==> src/rtl/booth_mul_seq.sv <==
// booth_mul_seq: sequential radix-4 Booth multiplier, one digit per cycle; optional BOOTH_EARLY_TERM_EN early exit
module booth_mul_seq #(
  parameter int WIDTH = 32
) (
  input  logic               clk,
  input  logic               rst_n,
  input  logic               start,
  input  logic               is_signed,
  input  logic [WIDTH-1:0]   multiplicand,
  input  logic [WIDTH-1:0]   multiplier,
  output logic               busy,
  output logic               done,
  output logic [2*WIDTH-1:0] prod
);
  localparam int E  = WIDTH + 2;
  localparam int AW = E + 2;
  localparam int N  = E / 2;
  localparam int CW = $clog2(N);
  typedef enum logic [1:0] {IDLE, RUN, DONE} state_t;
  state_t         state, state_nxt;
  logic [AW-1:0]  q, a, d, sum;
  logic [E-1:0]   p;
  logic           c, fin, accept;
  logic [CW-1:0]  cnt;
  logic [2:0]     sel;
  logic [AW+E-1:0] ap_step, ap_nxt;
  logic [AW-1:0]  qx, q2;
  logic [E-1:0]   mx;
`ifdef BOOTH_EARLY_TERM_EN
  logic [CW:0]    sh;
  logic [E-1:0]   m;
  logic           term;
  logic signed [AW+E-1:0] aps;
`endif
  // Operand widening, Booth digit selection and one shift-add step
  always_comb begin
    qx      = is_signed ? {{4{multiplicand[WIDTH-1]}}, multiplicand} : {4'b0, multiplicand};
    mx      = is_signed ? {{2{multiplier[WIDTH-1]}}, multiplier} : {2'b0, multiplier};
    q2      = {q[AW-2:0], 1'b0};
    sel     = {p[1:0], c};
    d       = (sel == 3'b001 || sel == 3'b010) ? q :
              (sel == 3'b011) ? q2 :
              (sel == 3'b100) ? -q2 :
              (sel == 3'b101 || sel == 3'b110) ? -q : '0;
    sum     = a + d;
    ap_step = {{2{sum[AW-1]}}, sum, p[E-1:2]};
`ifdef BOOTH_EARLY_TERM_EN
    sh      = {cnt, 1'b0} + (CW+1)'(2);
    m       = ~({E{1'b1}} << sh);
    term    = (((p & m) == '0) && !c) || (((p & m) == m) && c);
    aps     = {a, p};
    ap_nxt  = term ? aps >>> sh : ap_step;
    fin     = term || cnt == '0;
`else
    ap_nxt  = ap_step;
    fin     = cnt == '0;
`endif
  end
  // Next-state and handshake outputs
  always_comb begin
    state_nxt = state;
    unique case (state)
      IDLE:    state_nxt = start ? RUN : IDLE;
      RUN:     state_nxt = fin ? DONE : RUN;
      DONE:    state_nxt = start ? RUN : IDLE;
      default: state_nxt = IDLE;
    endcase
    busy   = state == RUN;
    done   = state == DONE;
    accept = start && (state == IDLE || state == DONE);
  end
  // State register
  always_ff @(posedge clk or negedge rst_n)
    if (!rst_n) state <= IDLE;
    else state <= state_nxt;
  // Datapath: latch operands on accept, step in RUN, capture product on the last step
  always_ff @(posedge clk or negedge rst_n)
    if (!rst_n) begin
      q    <= '0;
      a    <= '0;
      p    <= '0;
      c    <= 1'b0;
      cnt  <= '0;
      prod <= '0;
    end else if (accept) begin
      q   <= qx;
      a   <= '0;
      p   <= mx;
      c   <= 1'b0;
      cnt <= CW'(N - 1);
    end else if (state == RUN) begin
      {a, p} <= ap_nxt;
      c      <= p[1];
      cnt    <= cnt - 1'b1;
      if (fin) prod <= ap_nxt[2*WIDTH-1:0];
    end
endmodule

==> config.mk <==
export PLATFORM = sky130hd
export DESIGN_NAME = booth_mul_seq
export DESIGN_NICKNAME = d
export VERILOG_FILES = /design/src/rtl/booth_mul_seq.sv
export SDC_FILE = /design/constraint.sdc
export NUM_CORES = 1
export LEC_CHECK = 0
export BUFFER_PORTS_ARGS = -buffer_cell sky130_fd_sc_hd__buf_2
export CAP_MARGIN = 10
export CORE_ASPECT_RATIO = 0.75
export CORE_MARGIN = 10
export CORE_UTILIZATION = 55
export CTS_CLUSTER_SIZE = 8
export DETAILED_ROUTE_END_ITERATION = 8
export PLACE_DENSITY_LB_ADDON = 0.15
export SLEW_MARGIN = 20
export SYNTH_ARGS = -nofsm -noshare
export SYNTH_HDL_FRONTEND = slang
export SYNTH_SLANG_ARGS = --single-unit
==> constraint.sdc <==
create_clock -name clk -period 5.6 [get_ports clk]
set_clock_uncertainty 0.1 [all_clocks]
set_input_delay 0.56 -clock clk [delete_from_list [all_inputs] [get_ports clk]]
set_output_delay 0.56 -clock clk [all_outputs]
set_load 0.01 [all_outputs]
=== Yosys cells after proc, flatten, opt, wreduce, memory -nomap -nowiden ===
Index checks and enable logic that the tools add are counted.

* Add/subtract/negate cells: 4
* $mul: 0
* Divide/modulo/power cells: 0
* $lt $le $gt $ge: 0
* Equality and inequality tests: 8
* Shift-type cells: 0
* Multiplexer cells: 17
* Bitwise logic cells: 1
* Reduce and logical (&&, ||, !) cells: 9

{| class="wikitable"
|+ Operators with widths
! operator !! number
|-
| $mux W36 || 7
|-
| $mux W34 || 3
|-
| $neg A36 Y36 || 2
|-
| $add A36 B36 Y36 || 1
|-
| $mux W5 || 2
|-
| $eq A3 B3 Y1 const B || 3
|-
| $eq A3 B2 Y1 const B || 2
|-
| $logic_not A5 Y1 || 1
|-
| $sub A5 B1 Y5 const B || 1
|-
| $pmux W2 S2 || 1
|-
| $eq A3 B1 Y1 const B || 1
|-
| $logic_or A1 B1 Y1 || 3
|-
| $mux W1 || 3
|-
| $reduce_and A3 Y1 || 1
|-
| $eq A2 B1 Y1 const B || 1
|-
| $eq A2 B2 Y1 const B || 1
|-
| $logic_not A2 Y1 || 1
|-
| $mux W2 || 1
|-
| $reduce_bool A2 Y1 || 1
|-
| $reduce_or A2 Y1 || 1
|-
| $logic_and A1 B1 Y1 || 1
|-
| $not A1 Y1 || 1
|}

* Flip-flop bits (word level): 178
* Latch bits: 0
* Memory bits (writable): 0
* Bits in read-only memories: 0
* Bits of input ports: 68
* Output and inout bits: 66
* Logic and storage cells: 46
* Memories: 0

=== Depth between registers and ports, before layout ===
* Depth after elaboration: 9
* Gate-level depth with buffers: 22
* Mapped depth without buffers: 20

=== Worst setup path before layout ===
OpenSTA, ideal clock, no wires.

* Kind: reg-to-reg
* Start point: register q[13]
* End point: register a[34]
* Library setup time: 0.124 ns
* Arrival: 4.896 ns
* Data required time: 5.376 ns
* Path slack: 0.480 ns
* Cell stages (with the launch flop): 22
* Path buffers: 2
* Clock period less this slack: 5.120 ns
* Cells stage by stage: dfrtp_1 or3_1 or3_4 or2_2 clkbuf_1 nor3b_1 nand2_1 xnor2_1 o2bb2ai_1 o21ai_0 a21oi_1 ha_1 clkbuf_1 o21ai_0 nand2b_1 o21ai_0 a31o_2 o211ai_1 a211o_1 a41oi_1 mux2_2 a211o_1

* Cells in the longest elaborated chain, start to end: 8
* Elaborated cells between the ends (all ways): 9
* Those cells by class: 3 x add/sub; 6 x mux

{| class="wikitable"
|+ Ends and longest elaborated chain
! element !! RTL line !! text
|-
| start: declaration || 21 || <nowiki>logic [AW-1:0] q, a, d, sum;</nowiki>
|-
| start signal: assignment || 86 || <nowiki>q <= qx;</nowiki>
|-
| $neg A36 Y36 || 44 || <nowiki>(sel == 3'b101 || sel == 3'b110) ? -q : '0;</nowiki>
|-
| $mux W36 || 44 ||
|-
| $mux W36 || 43 || <nowiki>(sel == 3'b100) ? -q2 :</nowiki>
|-
| $mux W36 || 42 || <nowiki>(sel == 3'b011) ? q2 :</nowiki>
|-
| $mux W36 (*) || 41 || <nowiki>d = (sel == 3'b001 || sel == 3'b010) ? q :</nowiki>
|-
| $add A36 B36 Y36 (*) || 45 || <nowiki>sum = a + d;</nowiki>
|-
| $mux W36 (*) || 91 || <nowiki>end else if (state == RUN) begin</nowiki>
|-
| $mux W36 (*) || 85 || <nowiki>end else if (accept) begin</nowiki>
|-
| end signal: assignment || 92 || <nowiki>{a, p} <= ap_nxt;</nowiki>
|-
| end: declaration || 21 ||
|}

Every way passes the cells marked *; elsewhere a longest branch is shown, timed or not. The select of a mux whose other input is x is not followed.
A chain may end at the register's enable or synchronous reset.

=== Worst setup path after layout ===
Ends and elaborated chain as after synthesis.

==> qor.yml <==
logic_synthesis:
  postSynthAreaPerCell_um2: 8.18
  synthTopCellsByArea: "dfrtp_1, nand2_1, ha_1"
  synth_seq_cells: 173
  synth_top_area_cell: "dfrtp_1"
  ys_seq_area_frac: 0.421
  synth.distinct_cells: 71
  synth_edf_count: 0
  synth_ff_type: "dfrtp_1"
  synth_nets: 1362
  yosysWarnings: 0
  synth_top_cell_area_share: 0.421
  synthesis.area_um2: 10300
  postSynthCellCount: 1256
  synthArstFlopShare: 1.00
floorplan:
  die-area_um2: 24600
  fp.coreArea_um2: 18400
  initial_core_util: 0.558
  die_w_um: 178
  ios: 134
  row_count: 43
  die_height_um: 138
place:
  io_buffer_count: 133
  routabilityCongestion: 0.920
  dp_hpwl_um: 20100
  dp.cells: 1579
cts:
  cts_tree: "done"
  cts_buffers: 17
  clk_pin_slew_ns: 0.07
  holdBufCountCts: 0
  cts_root_buf: "clkbuf_16"
  cts.sinks: 173
  cts-htree-levels: 4
  clk_latency_ns: 0.43
  clk_path_buf_depth: 2
setup_path:
  critPathMaxStageDelay_ns: 0.45
  crit_arrival_ns: 5.50
  timing.critical_path.buf_inv: 0
  ff2ff_path_depth: 18
  criticalPathCategory: "flip-flop to flip-flop"
  required_ns: 5.81
  cp-start-kind: "flip-flop"
  critical_path.cell_chain: "or3_1 -> or3_4 -> or2_2 -> nor2_1 -> nor2_1 -> a2111oi_1 -> a21oi_1 -> a221o_1 -> ha_1 -> a21oi_1 -> o21ai_0 -> o21ai_1 -> a31o_2 -> o211ai_1 -> a211o_1 -> a41oi_1 -> mux2_2 -> a211o_1"
  cp_num_cells: 18
  slowest_stage: "dfrtp_1"
  crit_family: "compound AO/OA/AOI/OAI gates"
  end_kind: "flip-flop"
  critical_path.max_fanout: 7
min_path:
  hp-class: "input pin to asynchronous set/reset pin"
timing:
  fin_setup_tns_ns: 0
  rsz0062_at_grt: "no"
  worst_slew_pin_slew_ns: 0.839
  report.final.slew_viol_count: 0
  max-slew-margin-rel: 0.436
  period_share: 0.946
  setup_viol: 0
  max_clock_freq_mhz: 189
  fin_crit_ns: 5.30
  final-hold-violation-count: 0
global_routing:
  antenna_found_initial: 0
  grt.total_usage: 0.234
  grt_max_degree: 89
  grt_overflow: 0
  grt_pass1_vias: 9099
  grt_pass1_wl_um: 47500
route:
  postRouteAntennaNets: 0
  drtIter0Drc: 877
  first_pass_iters: 6
  drc_errors: 0
  wl_per_cell_um: 18.0
  vias: 9555
  totalWireLength_um: 29000
  via_per_inst: 5.93
run:
  cap_violations: 0
finish:
  stdcell_count: 1612
  nNetsFinal: 1458
  fin_util: 0.640
  n_antenna_cell: 0
  drive_gt1_frac: 0.160
  syn_to_final_growth_pct: 14.5
outcome:
  outcome: "completed"
-- timing repair --
action | 4_1_cts | 5_1_grt
gates resized for setup | 0 | 8
setup endpoints to repair | 0 | 5
buffers inserted | 0 | 1
-- registers in the layout, summed over array words and instances (netlist names) --
| name | count |
|---|---|
| prod | 64 |
| a | 34 |
| p | 34 |
| q | 33 |
| cnt | 5 |
| state | 2 |
| c | 1 |
-- cell usage in the layout (no fill, tap or decap), drive strengths merged, types with 5 or more instances in the layout --
cell	instances
or4	5
o22ai	32
nand2b	10
nor2b	12
nor4	6
inv	32
nand2	362
ha	37
or3	7
dfrtp	173
xor2	19
and2	5
nor3	14
nand3	17
a22oi	36
nor2	96
a31oi	20
a21oi	79
o21ai	51
clkbuf	18
mux2i	8
a21o	13
o21a	7
mux2	7
a221oi	8
buf	158
a22o	22
xnor2	34
-- final cells by class --
type	instances	area, um2
inverter	23	86.3
clock inverter	14	143
multi-input combinational	979	5600
tap	247	309
clock buffer	18	439
sequential	173	4330
fill	1634	6630
timing repair buffer	158	860
-- per-stage QoR --
| step | setup WS (ns) | hold slack, ns | cell area (um2) |
|---|---|---|---|
| after floorplan | 0.480 | 0.164 | 10300 |
| after global placement | 0.462 | 0.353 | 11200 |
| after detailed placement | 0.320 | 0.357 | 11200 |
| after CTS | 0.275 | 0.131 | 11700 |
| after global routing | 0.0380 | 0.152 | 11800 |
| final | 0.303 | 0.0983 | 11800 |
-- final timing paths --
path | start | to | slack (ns)
min reg2reg | prod[7] | prod[7] | 0.37
min | rst_n | q[28] | 0.1
max reg2reg | q[13] | a[34] | 0.30
max | q[13] | a[34] | 0.30
min in group clk | multiplicand[9] | q[9] | 0.21
max in group asynchronous | rst_n | a[20] | 4.20
-- synthesized netlist by cell type (6+ instances only) --
cell      instances
inv_1            20
clkbuf_1         70
o21a_1            7
a221oi_1          8
mux2_2            7
a31oi_1          20
o22ai_1          32
xnor2_1          34
ha_1             37
nor3_1           14
a22o_1           22
nand2_1         362
nand3_1          16
nor2_1           96
buf_1            10
nand2b_1         10
a21oi_1          79
xor2_1           19
a21o_1           13
nor2b_1          12
a22oi_1          36
o21ai_0          51
mux2i_1           7
or3_1             6
dfrtp_1         173
-- metal layers --
| layer | vias up | wire length [um] | track usage |
|---|---|---|---|
| met3 | 27 | 2120 | 0.0498 |
| met2 | 353 | 13000 | 0.355 |
| met5 | - | 0 | 0 |
| met1 | 4611 | 13500 | 0.335 |
| li1 | 4564 | - | - |
| met4 | 0 | 386 | 0.0499 |
-- worst reg2reg max path, cell delays in order (launching register included) --
cell,delay [ns]
dfrtp_1,0.45
or3_1,0.41
or3_4,0.38
or2_2,0.37
nor2_1,0.10
nor2_1,0.05
a2111oi_1,0.42
a21oi_1,0.08
a221o_1,0.30
ha_1,0.38
a21oi_1,0.23
o21ai_0,0.10
o21ai_1,0.17
a31o_2,0.19
o211ai_1,0.16
a211o_1,0.37
a41oi_1,0.30
mux2_2,0.37
a211o_1,0.26
-- logic make-up after synthesis --
| kind of cell | Yosys count | synth area share |
|---|---|---|
| flip-flops | 173 | 0.421 |
| multiplexers | 15 | 0.0158 |
| AO/OA/AOI/OAI | 315 | 0.202 |
| AND/OR/NAND/NOR | 558 | 0.230 |
| adder cells (fa/ha/maj) | 38 | 0.0470 |
| XOR/XNOR | 53 | 0.0452 |
| buffers and inverters | 104 | 0.0381 |
Power is left out: the tool's default activity adds up to more than one toggle a clock period on the data nets, which glitch-free logic cannot reach.
